### src/rtl/vram_pkg.sv
// Shared types and geometry for the video RAM arbiter.
package vram_pkg;

   localparam int unsigned ADDR_W   = 17;
   localparam int unsigned DATA_W   = 8;
   localparam int unsigned FB_DEPTH = 76800;   // 320x240 words

   typedef enum logic [1:0] {
      OWN_NONE,
      OWN_DISP,
      OWN_CPU_RD,
      OWN_CPU_WR
   } owner_t;

   typedef logic [ADDR_W-1:0] vaddr_t;
   typedef logic [DATA_W-1:0] pixel_t;

endpackage

### src/rtl/vram_arbiter_if.sv
// Requester-side bundle of the video RAM arbiter: display read port and CPU load/store port.
// master = requesters (pixel printer + CPU), slave = arbiter.
interface vram_arbiter_if;
   import vram_pkg::*;

   logic   disp_req;
   vaddr_t disp_addr;
   logic   disp_gnt;
   logic   disp_rvalid;
   pixel_t disp_rdata;

   logic   cpu_req;
   logic   cpu_we;
   vaddr_t cpu_addr;
   pixel_t cpu_wdata;
   logic   cpu_gnt;
   logic   cpu_err;
   logic   cpu_rvalid;
   pixel_t cpu_rdata;

   modport master (
      output disp_req, disp_addr, cpu_req, cpu_we, cpu_addr, cpu_wdata,
      input  disp_gnt, disp_rvalid, disp_rdata, cpu_gnt, cpu_err, cpu_rvalid, cpu_rdata
   );

   modport slave (
      input  disp_req, disp_addr, cpu_req, cpu_we, cpu_addr, cpu_wdata,
      output disp_gnt, disp_rvalid, disp_rdata, cpu_gnt, cpu_err, cpu_rvalid, cpu_rdata
   );

endinterface

### src/rtl/sat_counter.sv
// Saturating up-counter with synchronous clear; clear wins over increment.
module sat_counter #(
   parameter int unsigned Width = 8,
   parameter int unsigned Limit = 255
) (
   input  logic             clk,
   input  logic             rst,
   input  logic             inc,
   input  logic             clr,
   output logic [Width-1:0] count
);

   localparam logic [Width-1:0] Max = Width'(Limit);

   logic [Width-1:0] count_q, count_d;

   // Next count: clear, else step unless already at the limit.
   always_comb begin
      count_d = count_q;
      if (clr) begin
         count_d = '0;
      end else if (inc && (count_q != Max)) begin
         count_d = count_q + 1'b1;
      end
   end

   // Counter state.
   always_ff @(posedge clk or negedge rst) begin
      if (!rst) begin
         count_q <= '0;
      end else begin
         count_q <= count_d;
      end
   end

   assign count = count_q;

endmodule

### src/rtl/vram_arbiter.sv
// Single-port video RAM arbiter: display reads have fixed priority, a starvation counter
// forces a CPU slot, and read responses are routed back by a registered owner tag.
// Optional: define VRAM_ARB_STATS_EN to enable the display-denied cycle counter.
module vram_arbiter
   import vram_pkg::*;
#(
   parameter int unsigned STARVE_LIMIT = 4
) (
   input  logic        clk,
   input  logic        rst,
   vram_arbiter_if.slave bus,
   output vaddr_t      ram_addr,
   output logic        ram_we,
   output pixel_t      ram_wdata,
   input  pixel_t      ram_rdata,
   output logic [15:0] disp_miss_cnt
);

   localparam vaddr_t      FbEnd     = vaddr_t'(FB_DEPTH);
   localparam int unsigned StarveW   = $clog2(STARVE_LIMIT + 1);
   localparam logic [StarveW-1:0] StarveMax = StarveW'(STARVE_LIMIT);

   logic [StarveW-1:0] starve_cnt;
   logic   cpu_in_range, cpu_oor, cpu_forced;
   logic   disp_win, cpu_win, cpu_gnt;
   owner_t owner_q, owner_d;
   logic   oor_rd_q;
   vaddr_t last_addr_q;
   pixel_t disp_rdata_q, cpu_rdata_q;
   pixel_t disp_rdata, cpu_rdata;
   logic   disp_rvalid, cpu_rvalid;

   // Grant decision; out-of-range CPU requests bypass the RAM and never block the display.
   always_comb begin
      cpu_in_range = bus.cpu_req && (bus.cpu_addr < FbEnd);
      cpu_oor      = rst && bus.cpu_req && (bus.cpu_addr >= FbEnd);
      cpu_forced   = cpu_in_range && (starve_cnt == StarveMax);
      disp_win     = rst && bus.disp_req && !cpu_forced;
      cpu_win      = rst && cpu_in_range && (cpu_forced || !bus.disp_req);
      cpu_gnt      = cpu_win || cpu_oor;
   end

   sat_counter #(
      .Width (StarveW),
      .Limit (STARVE_LIMIT)
   ) u_starve (
      .clk   (clk),
      .rst   (rst),
      .inc   (bus.cpu_req && !cpu_gnt),
      .clr   (!bus.cpu_req || cpu_gnt),
      .count (starve_cnt)
   );

   // RAM port mux; address holds its last value when idle to avoid toggling.
   always_comb begin
      ram_addr  = last_addr_q;
      ram_we    = 1'b0;
      ram_wdata = bus.cpu_wdata;
      owner_d   = OWN_NONE;
      if (disp_win) begin
         ram_addr = bus.disp_addr;
         owner_d  = OWN_DISP;
      end else if (cpu_win) begin
         ram_addr = bus.cpu_addr;
         ram_we   = bus.cpu_we;
         owner_d  = bus.cpu_we ? OWN_CPU_WR : OWN_CPU_RD;
      end
   end

   // Owner tag, out-of-range read flag, held address and held read data.
   always_ff @(posedge clk or negedge rst) begin
      if (!rst) begin
         owner_q      <= OWN_NONE;
         oor_rd_q     <= 1'b0;
         last_addr_q  <= '0;
         disp_rdata_q <= '0;
         cpu_rdata_q  <= '0;
      end else begin
         owner_q      <= owner_d;
         oor_rd_q     <= cpu_oor && !bus.cpu_we;
         last_addr_q  <= ram_addr;
         disp_rdata_q <= disp_rdata;
         cpu_rdata_q  <= cpu_rdata;
      end
   end

   // Response routing: RAM data lands the cycle after the grant.
   always_comb begin
      disp_rvalid = (owner_q == OWN_DISP);
      cpu_rvalid  = (owner_q == OWN_CPU_RD) || oor_rd_q;
      disp_rdata  = disp_rvalid ? ram_rdata : disp_rdata_q;
      cpu_rdata   = cpu_rdata_q;
      if (owner_q == OWN_CPU_RD) begin
         cpu_rdata = ram_rdata;
      end else if (oor_rd_q) begin
         cpu_rdata = '0;
      end
   end

   assign bus.disp_gnt    = disp_win;
   assign bus.disp_rvalid = disp_rvalid;
   assign bus.disp_rdata  = disp_rdata;
   assign bus.cpu_gnt     = cpu_gnt;
   assign bus.cpu_err     = cpu_oor;
   assign bus.cpu_rvalid  = cpu_rvalid;
   assign bus.cpu_rdata   = cpu_rdata;

`ifdef VRAM_ARB_STATS_EN
   sat_counter #(
      .Width (16),
      .Limit (16'hFFFF)
   ) u_disp_miss (
      .clk   (clk),
      .rst   (rst),
      .inc   (bus.disp_req && !disp_win),
      .clr   (1'b0),
      .count (disp_miss_cnt)
   );
`else
   assign disp_miss_cnt = 16'h0000;
`endif

endmodule

### src/flat_wrapper.sv
// flat-port wrapper written by rule: the top's interface ports become plain ports
module vram_arbiter_flat import vram_pkg::*;
#(
   parameter int unsigned STARVE_LIMIT = 4
)
  (clk, rst, ram_addr, ram_we, ram_wdata, ram_rdata, disp_miss_cnt, bus_disp_req, bus_disp_addr, bus_cpu_req, bus_cpu_we, bus_cpu_addr, bus_cpu_wdata, bus_disp_gnt, bus_disp_rvalid, bus_disp_rdata, bus_cpu_gnt, bus_cpu_err, bus_cpu_rvalid, bus_cpu_rdata);
  vram_arbiter_if bus_i ();
  input  logic clk;
  input  logic rst;
  output vaddr_t ram_addr;
  output logic ram_we;
  output pixel_t ram_wdata;
  input  pixel_t ram_rdata;
  output logic [15:0] disp_miss_cnt;
  input wire logic [$bits(bus_i.disp_req)-1:0] bus_disp_req;
  input wire logic [$bits(bus_i.disp_addr)-1:0] bus_disp_addr;
  input wire logic [$bits(bus_i.cpu_req)-1:0] bus_cpu_req;
  input wire logic [$bits(bus_i.cpu_we)-1:0] bus_cpu_we;
  input wire logic [$bits(bus_i.cpu_addr)-1:0] bus_cpu_addr;
  input wire logic [$bits(bus_i.cpu_wdata)-1:0] bus_cpu_wdata;
  output wire logic [$bits(bus_i.disp_gnt)-1:0] bus_disp_gnt;
  output wire logic [$bits(bus_i.disp_rvalid)-1:0] bus_disp_rvalid;
  output wire logic [$bits(bus_i.disp_rdata)-1:0] bus_disp_rdata;
  output wire logic [$bits(bus_i.cpu_gnt)-1:0] bus_cpu_gnt;
  output wire logic [$bits(bus_i.cpu_err)-1:0] bus_cpu_err;
  output wire logic [$bits(bus_i.cpu_rvalid)-1:0] bus_cpu_rvalid;
  output wire logic [$bits(bus_i.cpu_rdata)-1:0] bus_cpu_rdata;
  assign bus_i.disp_req = bus_disp_req;
  assign bus_i.disp_addr = bus_disp_addr;
  assign bus_i.cpu_req = bus_cpu_req;
  assign bus_i.cpu_we = bus_cpu_we;
  assign bus_i.cpu_addr = bus_cpu_addr;
  assign bus_i.cpu_wdata = bus_cpu_wdata;
  assign bus_disp_gnt = bus_i.disp_gnt;
  assign bus_disp_rvalid = bus_i.disp_rvalid;
  assign bus_disp_rdata = bus_i.disp_rdata;
  assign bus_cpu_gnt = bus_i.cpu_gnt;
  assign bus_cpu_err = bus_i.cpu_err;
  assign bus_cpu_rvalid = bus_i.cpu_rvalid;
  assign bus_cpu_rdata = bus_i.cpu_rdata;
  vram_arbiter #(.STARVE_LIMIT(STARVE_LIMIT)) u_core (.clk(clk), .rst(rst), .bus(bus_i), .ram_addr(ram_addr), .ram_we(ram_we), .ram_wdata(ram_wdata), .ram_rdata(ram_rdata), .disp_miss_cnt(disp_miss_cnt));
endmodule
### config.mk
export PLATFORM = sky130hd
export DESIGN_NAME = vram_arbiter_flat
export DESIGN_NICKNAME = d
export VERILOG_FILES = /design/src/rtl/vram_pkg.sv /design/src/rtl/vram_arbiter_if.sv /design/src/rtl/sat_counter.sv /design/src/rtl/vram_arbiter.sv /design/src/flat_wrapper.sv
export SDC_FILE = /design/constraint.sdc
export NUM_CORES = 1
export LEC_CHECK = 0
export CAP_MARGIN = 20
export CORE_ASPECT_RATIO = 0.5
export CORE_MARGIN = 2
export CORE_UTILIZATION = 41
export CTS_BUF_LIST = sky130_fd_sc_hd__clkbuf_8
export DETAILED_ROUTE_END_ITERATION = 16
export PLACE_DENSITY_LB_ADDON = 0.3
export SETUP_SLACK_MARGIN = 0.3
export SLEW_MARGIN = 25
export SYNTH_ARGS = -nofsm -noshare
export SYNTH_HDL_FRONTEND = slang
export SYNTH_SLANG_ARGS = --single-unit
### constraint.sdc
create_clock -name clk -period 2.7 [get_ports clk]
set_input_delay 0.54 -clock clk [delete_from_list [all_inputs] [get_ports clk]]
set_output_delay 0.54 -clock clk [all_outputs]
set_load 0.01 [all_outputs]
# ---- Yosys cells after proc, flatten, opt, wreduce, memory -nomap -nowiden
# Index checks and enable logic that the tools add are counted.
dict set report classes {
  addsub 1
  magnitude_cmp 2
  n_eq_ne 4
  n_mux 12
  n_reduce_logical 21
}
# operator n
set op_table {}
lappend op_table {{2-to-1 mux 17 bit} 2}
lappend op_table {{2-to-1 mux 8 bit} 3}
lappend op_table {{>= comparator 17 bit (second input constant)} 1}
lappend op_table {{< comparator 17 bit (second input constant)} 1}
lappend op_table {{logical AND 1 bit} 11}
lappend op_table {{2-to-1 mux 3 bit} 2}
lappend op_table {{logical NOT 1 bit} 5}
lappend op_table {{logical OR 1 bit} 4}
lappend op_table {{2-to-1 mux 2 bit} 2}
lappend op_table {{adder 3 x 1 -> 3 bit (second input constant)} 1}
lappend op_table {{== test 3 bit (second input constant)} 1}
lappend op_table {{2-to-1 mux 1 bit} 3}
lappend op_table {{!= test 3 bit (second input constant)} 1}
lappend op_table {{== test 2 x 1 -> 1 bit (second input constant)} 1}
lappend op_table {{== test 2 bit (second input constant)} 1}
lappend op_table {{nonzero test 2 bit} 1}
dict set report word_totals {
  register_bits 39
  elab_cells 46
}

# ---- Depth between registers and ports, before layout
# Gate-level depths: netlist of the first run.
dict set report logic_depth {
  depth_word 11
  mapped_depth 9
  depth_no_buf 6
}

# ---- Cells and area by module
# A second synthesis of the first run with hierarchy kept.
dict set report unflattened {
  hier_cells 218
  area_unflattened_um2 2123.3
}
# module instances cells_each area_per_inst_um2
set modules_own_cells {}
lappend modules_own_cells {vram_arbiter 1 201 1924.3}
lappend modules_own_cells {sat_counter 1 17 198.9}

# ---- Worst setup path after synthesis of the first run
# No wires, ideal clock.
dict set report synth_path {
  kind {reg-to-output}
  startpoint {reg u_core.u_starve.count_q[0], in the netlist u_core.u_starve.count[0]}
  endpoint {out ram_addr[7]}
  t_arrival_ps 1862
  slack_ps 298
  stages_incl_launch_ff 9
  path_cell_list {dfrtp_1 > inv_1 > ha_1 > and3_1 > buf_4 > nor2_2 > buf_2 > nor3_1 > o31ai_1}
}
dict set report synth_via {
  elab_chain_cells 6
  elab_cells_between_ends 8
  classes_between {1 x eq/ne; 2 x mux; 5 x reduce/logical}
}
# element line
set synth_rtl {}
lappend synth_rtl {{from (decl)} sat_counter.sv:15} ;# logic [Width-1:0] count_q, count_d;
lappend synth_rtl {{from (signal assigned)} sat_counter.sv:32} ;# count_q <= count_d;
lappend synth_rtl {{== test 3 bit (*)} vram_arbiter.sv:37} ;# cpu_forced = cpu_in_range && (starve_cnt == StarveMax);
lappend synth_rtl {{logical AND 1 bit (*)} vram_arbiter.sv:37}
lappend synth_rtl {{logical OR 1 bit} vram_arbiter.sv:39} ;# cpu_win = rst && cpu_in_range && (cpu_forced || !bus.disp_req);
lappend synth_rtl {{logical AND 1 bit} vram_arbiter.sv:39}
lappend synth_rtl {{2-to-1 mux 17 bit} vram_arbiter.sv:63} ;# end else if (cpu_win) begin
lappend synth_rtl {{2-to-1 mux 17 bit (*)} vram_arbiter.sv:60} ;# if (disp_win) begin
lappend synth_rtl {{to (decl)} flat_wrapper.sv:10} ;# output vaddr_t ram_addr;
# Mark *: on every way between the ends. The rest lies on a longest branch, timed or not.

# ---- Final worst setup path of the first run
# Same ends and word-level chain as after synthesis.

==> results.toml, run 1 <==
[run_status]
outcome = "finished clean"

[setup_path]
worst_ep_arrival_time_ps = 2090
timing.rr.end = "u_core.last_addr_q[7]$_DFF_PN0_"
critPathKind = "flip-flop to output pin"
reg2reg_from = "u_core.u_starve.count[0]$_DFFE_PN0P_"
required_ps = 2160
r2r_cells = 11
worst_setup_path_start_kind = "flip-flop"
r2r_slack_ps = 810
cp-end-kind = "output pin"
path_max_fanout = 5

[synthesis]
synth_xor_area_frac = 0.00395
yosys.area.top_type = "dfrtp_1"
synth_top_area_share = 0.440
ys_types = 37
synth_seq_cells = 39
synth_warnings = 0
synth_seq_area_share = 0.440
synthArstFlopShare = 1.00
synthAdderAreaFrac = 0.0113
synth_edf_count = 0
netlist_area_sq_um = 2220
ys.flop_type = "dfrtp_1"
synth_top_family_by_area = "simple AND/OR/NAND/NOR gates"
yosys-top-cells-area = "dfrtp_1, buf_4, o31ai_4"
synth_compound_area_frac = 0.165
syn-instance-count = 221
syn_area_per_cell_sq_um = 10.0
yosys.area_share.simple = 0.208
synth.area.mux_share = 0.0406

[sta]
fin_crit_ps = 2630
hold_viol_final = 0
timing.fmax_mhz = 381
period_share = 0.973
setup_viol_count_final = 0
clock_skew_ps = 7.53
rsz0062_at_grt = "true"
slew_viol_final = 0

[clocking]
numCtsBuffers = 5
max-clock-path-buffers = 2
clockRootBuffer = "clkbuf_8"
cts.sinks = 39
path_clk_slew_ps = 70
h-tree-depth = 2
worstSkewPairLatency_ps = 300
cts_hold_buf = 0
cts_tree = "done"

[cells_and_area]
layout.cells.non_filler = 406
final_common_cell = "clkdlybuf4s50_1"
syn_to_final_growth_pct = 68.4
fillers = 315
fin_area_sq_um = 3740
utilization = 0.737
layout_common_cells = "clkdlybuf4s50_1, dfrtp_1, buf_4, nand2_1, nor2_1"
fin_nets = 392
diodes = 0
drive_gt1_frac = 0.399

[routing]
ant_nets = 0
totalWireLength_um = 6780
wl_per_cell_um = 16.7
drtPass1Iterations = 4
vias_per_cell = 5.17
drtIter0Drc = 88
vias = 2101
drcViolationCount = 0

[hold_path]
hp-class = "primary input to async pin"

[place]
place_inst = 376
gp_congestion = 0.820
dpl_cell_area_sq_um = 3180
place.port_buffers = 85
hpwl_um = 4160

[floorplanning]
initial_utilization = 0.438
dieHeight_um = 56.0
core_sq_um = 5070
ios = 118
die_w_um = 108
num_rows = 18
dieArea_sq_um = 6050

[grt]
groute.usage.overall = 0.232
grt-ovfl-total = 0
grt_max_degree = 23
grt_pass1_vias = 2206
grt_pass1_wl_um = 10700
grt_antenna_before_repair = 0

[pwr]
ir_drop_mv = 0.258
power.leakage_nw = 1.66
power.density_nw_per_um2 = 498

[job]
cap_violations = 0
==> kinds of logic (layout without fill, tap and decap cells) <==
| kind of cell | Yosys count | in the layout |
|---|---|---|
| AND/OR/NAND/NOR | 96 | 96 |
| buffers and inverters | 43 | 143 |
| flip-flops | 39 | 39 |
| AO/OA/AOI/OAI | 31 | 31 |
| multiplexers | 8 | 8 |
| adder cells (fa/ha/maj) | 2 | 2 |
| other | 1 | 16 |
| XOR/XNOR | 1 | 1 |
==> routing by layer <==
layer / wire, um / global-route usage
met5: 0 / 0
met4: 161 / 0.0971
met3: 483 / 0.0585
met2: 3500 / 0.409
met1: 2630 / 0.269
==> cell usage after synthesis (all sizes together) (2+ instances only) <==
cell	number
nand2b	3
o31ai	16
nand3	18
nor2	22
buf	31
and2	4
nand2	22
nor3	17
a21oi	2
o211ai	2
dfrtp	39
o21ai	4
clkbuf	6
nand3b	8
inv	6
ha	2
mux2	8
==> timing repair <==
item,4_1_cts,5_1_grt
setup endpoints to repair,37,31
buffers inserted,12,6
cloned,4,0
pin swaps,25,12
resized for setup,134,34
==> power by group <==
part,total (mW),internal [mW],switching (mW)
combinational,0.673,0.361,0.312
sequential,0.704,0.675,0.0290
clock,0.483,0.275,0.208
total,1.86,1.31,0.549
==> registers in the layout, summed over array words and instances, names as in the netlist <==
name,flops
u_core.u_starve.count,3
u_core.cpu_rdata_q,8
u_core.oor_rd_q,1
u_core.disp_rdata_q,8
u_core.owner_q,2
u_core.last_addr_q,17
==> through the flow <==
stage	setup WS, ps	hold WS (ps)	setup TNS, ps	power, mW
after floorplan	368	244	0	0.997
after global placement	-438	346	-7650	1.29
after detailed placement	-490	344	-8280	1.31
after CTS	141	27.4	0	1.83
after global routing	-26.1	27.8	-26.1	1.96
final	74.1	34.7	0	1.86
==> cell type report <==
type	instances	area [sq um]	area share
repair buffers	129	1250	0.334
well taps	70	87.6	0.0234
multi-input cells	154	1290	0.345
clock buffers	5	68.8	0.0184
clock inverters	3	43.8	0.0117
flip-flops and latches	39	976	0.261
inverters	6	22.5	0.00603
==> critical path, stage by stage, from the launching register on <==
cell and delay [ps]:
dfrtp_1 360, inv_1 50, ha_2 180, and3_4 200, buf_6 120, nor2_4 130
buf_6 160, buf_16 130, nor3_4 40, o31ai_2 240, buf_2 180
==> how the worst max path moves through the flow <==
| stage | from | end | slack (ps) | depth (start not counted) |
|---|---|---|---|---|
| after global routing | u_core.u_starve.count[1]$_DFFE_PN0P_ | ram_addr[7] | -30 | 10 |
| after floorplan | u_core.u_starve.count[0]$_DFFE_PN0P_ | ram_addr[16] | 370 | 9 |
| after detailed placement | bus_cpu_req | ram_addr[4] | -490 | 7 |
| after global placement | bus_cpu_req | ram_addr[1] | -440 | 7 |
| after CTS | u_core.u_starve.count[1]$_DFFE_PN0P_ | ram_addr[2] | 140 | 10 |
| final | u_core.u_starve.count[0]$_DFFE_PN0P_ | ram_addr[7] | 70 | 10 |
Note: power is estimated with default switching activity, not from simulation.
==> run 2, diff against run 1 <==
--- a/config.mk
+++ b/config.mk
@@ -6,9 +6,10 @@
 export NUM_CORES = 1
 export LEC_CHECK = 0
 export CAP_MARGIN = 20
+export CELL_PAD_IN_SITES_DETAIL_PLACEMENT = 0
+export CELL_PAD_IN_SITES_GLOBAL_PLACEMENT = 1
 export CORE_ASPECT_RATIO = 0.5
-export CORE_MARGIN = 2
-export CORE_UTILIZATION = 41
+export CORE_UTILIZATION = 29
 export CTS_BUF_LIST = sky130_fd_sc_hd__clkbuf_8
 export DETAILED_ROUTE_END_ITERATION = 16
 export PLACE_DENSITY_LB_ADDON = 0.3
==> run 2 against run 1 <==
- the run now ends with DRC left
- critical path type unchanged
- highest routed layer unchanged
- sequential share of layout area increased by 0.15 points
- largest power group unchanged
- global-route usage is 6.0 points lower
- total power up 0.37%
==> results.toml, run 2 (synthesis results as in run 1) <==
[run_status]
outcome = "complete, but fails checks"
violations = "DRC"

[setup_path]
required_ps = 2160
crit_slowest_cell = "dfrtp_1"
r2r_cells = 11
worst_setup_path_start_kind = "flip-flop"
cp-end-kind = "output pin"
crit_path_end = "ram_addr[11]"
worst_ep_arrival_time_ps = 2050
path_cells = "inv_1 > ha_2 > and3_4 > buf_6 > nor2_4 > buf_6 > buf_8 > nor3_4 > o31ai_4 > buf_2"
reg2reg_from = "u_core.u_starve.count[0]$_DFFE_PN0P_"
critPathKind = "flip-flop to output pin"
cp_slowest_stage_delay_ps = 350
path_max_fanout = 4
crit_top_cell = "buf_6"
timing.rr.end = "u_core.last_addr_q[8]$_DFF_PN0_"
r2r_slack_ps = 840
crit_start = "u_core.u_starve.count[0]$_DFFE_PN0P_"

[routing]
vias = 2059
ant_nets = 0
wl_met1_um = 2860
wl_met3_um = 273
totalWireLength_um = 6630
top_layer = "met4"
wl_per_cell_um = 15.3
drtPass1Iterations = 12
drcViolationCount = 5
wl_met2_um = 3410
vias_per_cell = 4.74
drtIter0Drc = 91

[job]
cap_violations = 0

[clocking]
numCtsBuffers = 5
path_clk_slew_ps = 80
h-tree-depth = 2
cts_tree = "done"
cts.sinks = 39
worstSkewPairLatency_ps = 300
max-clock-path-buffers = 2
clockRootBuffer = "clkbuf_8"

[sta]
hold_viol_final = 0
fin_crit_ps = 2590
slew_viol_final = 0
holdWs_ps = 234
setup_viol_count_final = 0
rsz0062_at_grt = "true"
setup_ws_ps = 113
timing.fmax_mhz = 387
clock_skew_ps = 2.87
period_share = 0.958
tns_ps = 0

[grt]
grt_pass1_vias = 2112
grt_max_degree = 25
grt_pass1_wl_um = 10800
grt_antenna_before_repair = 0
grt-ovfl-total = 0
groute.usage.overall = 0.172

[floorplanning]
ios = 118
core_sq_um = 7380
num_rows = 22
dieHeight_um = 63.8
initial_utilization = 0.301
die_w_um = 126
dieArea_sq_um = 8020

[pwr]
power.density_nw_per_um2 = 503
power.leakage_nw = 1.62
ir_drop_mv = 0.246

[cells_and_area]
regMostFlops = "u_core.last_addr_q"
layout_common_cells = "clkdlybuf4s50_1, dfrtp_1, buf_4, nand2_1, nor2_1"
syn_to_final_growth_pct = 67.5
drive_gt1_frac = 0.379
largest_reg_flops = 17
diodes = 0
fillers = 677
fin_nets = 394
final_common_cell = "clkdlybuf4s50_1"
top_regs = "u_core.last_addr_q: 17 flops, u_core.cpu_rdata_q: 8 flops, u_core.disp_rdata_q: 8 flops"
layout.cells.non_filler = 434

[place]
place_worst_setup_slack_ps = -517
gp_congestion = 0.796
place_inst = 407
hpwl_um = 4400
place.port_buffers = 85

[hold_path]
hp-class = "primary input to async pin"
[run 2: changes by cell type in the layout (fill, tap and decap cells not counted), sizes merged]
| cell | change |
|---|---|
| clkbuf | -4 |
| clkdlybuf4s15 | +3 |
| dlygate4sd2 | +4 |
| clkdlybuf4s50 | -1 |
[run 2: worst min-delay path by stage]
stage	from	to	slack (ps)	depth (start not counted)
finish	rst	u_core.last_addr_q[5]$_DFF_PN0_	230	2
global route	rst	u_core.last_addr_q[16]$_DFF_PN0_	250	2
CTS	rst	u_core.last_addr_q[5]$_DFF_PN0_	230	2
detailed placement	u_core.disp_rdata_q[5]$_DFF_PN0_	u_core.disp_rdata_q[5]$_DFF_PN0_	490	1
global placement	u_core.disp_rdata_q[4]$_DFF_PN0_	u_core.disp_rdata_q[4]$_DFF_PN0_	480	1
floorplan	rst	u_core.cpu_rdata_q[0]$_DFF_PN0_	240	0
[run 2: power breakdown]
part / internal (mW) / switching [mW]
Clock: 0.275 / 0.226
Sequential: 0.674 / 0.0263
Combinational: 0.356 / 0.309
Total: 1.31 / 0.561
[run 2: final cells by class]
cell class / count / area (sq um) / area share
multi-input cells: 154 / 1300 / 0.350
repair buffers: 131 / 1180 / 0.319
flip-flops and latches: 39 / 976 / 0.263
well taps: 96 / 120 / 0.0323
clock buffers: 5 / 68.8 / 0.0185
clock inverters: 3 / 43.8 / 0.0118
inverters: 6 / 22.5 / 0.00606
[run 2: layer usage]
metal  global-route usage  vias to the layer above
li1                     -                      957
met1                0.212                     1014
met2                0.306                       78
met3               0.0394                       10
met4               0.0396                        0
met5                    0                        -
[run 2: critical path: cells and delay by family (launching register included)]
family | cells | cell delay, ps
simple gates | 3 | 370
compound gates | 1 | 250
fa+ha+maj | 1 | 180
buf+inv | 5 | 590
flops | 1 | 350
[run 2: timing repair]
action	4_1_cts	5_1_grt
endpoints found under the setup margin	29	28
endpoints found under the hold margin	0	0
hold buffers	0	0
pin swaps	23	17
buffers inserted	12	4
resized for setup	148	12
cloned	3	0
[run 2: metrics by stage]
step	power, mW	util	instance area [sq um]
4_1_cts	1.87	0.493	3630
5_1_grt	1.96	0.504	3710
3_5_place_dp	1.31	0.436	3210
2_1_floorplan	0.997	-	2280
3_3_place_gp	1.30	0.436	3210
6_report	1.87	0.504	3710
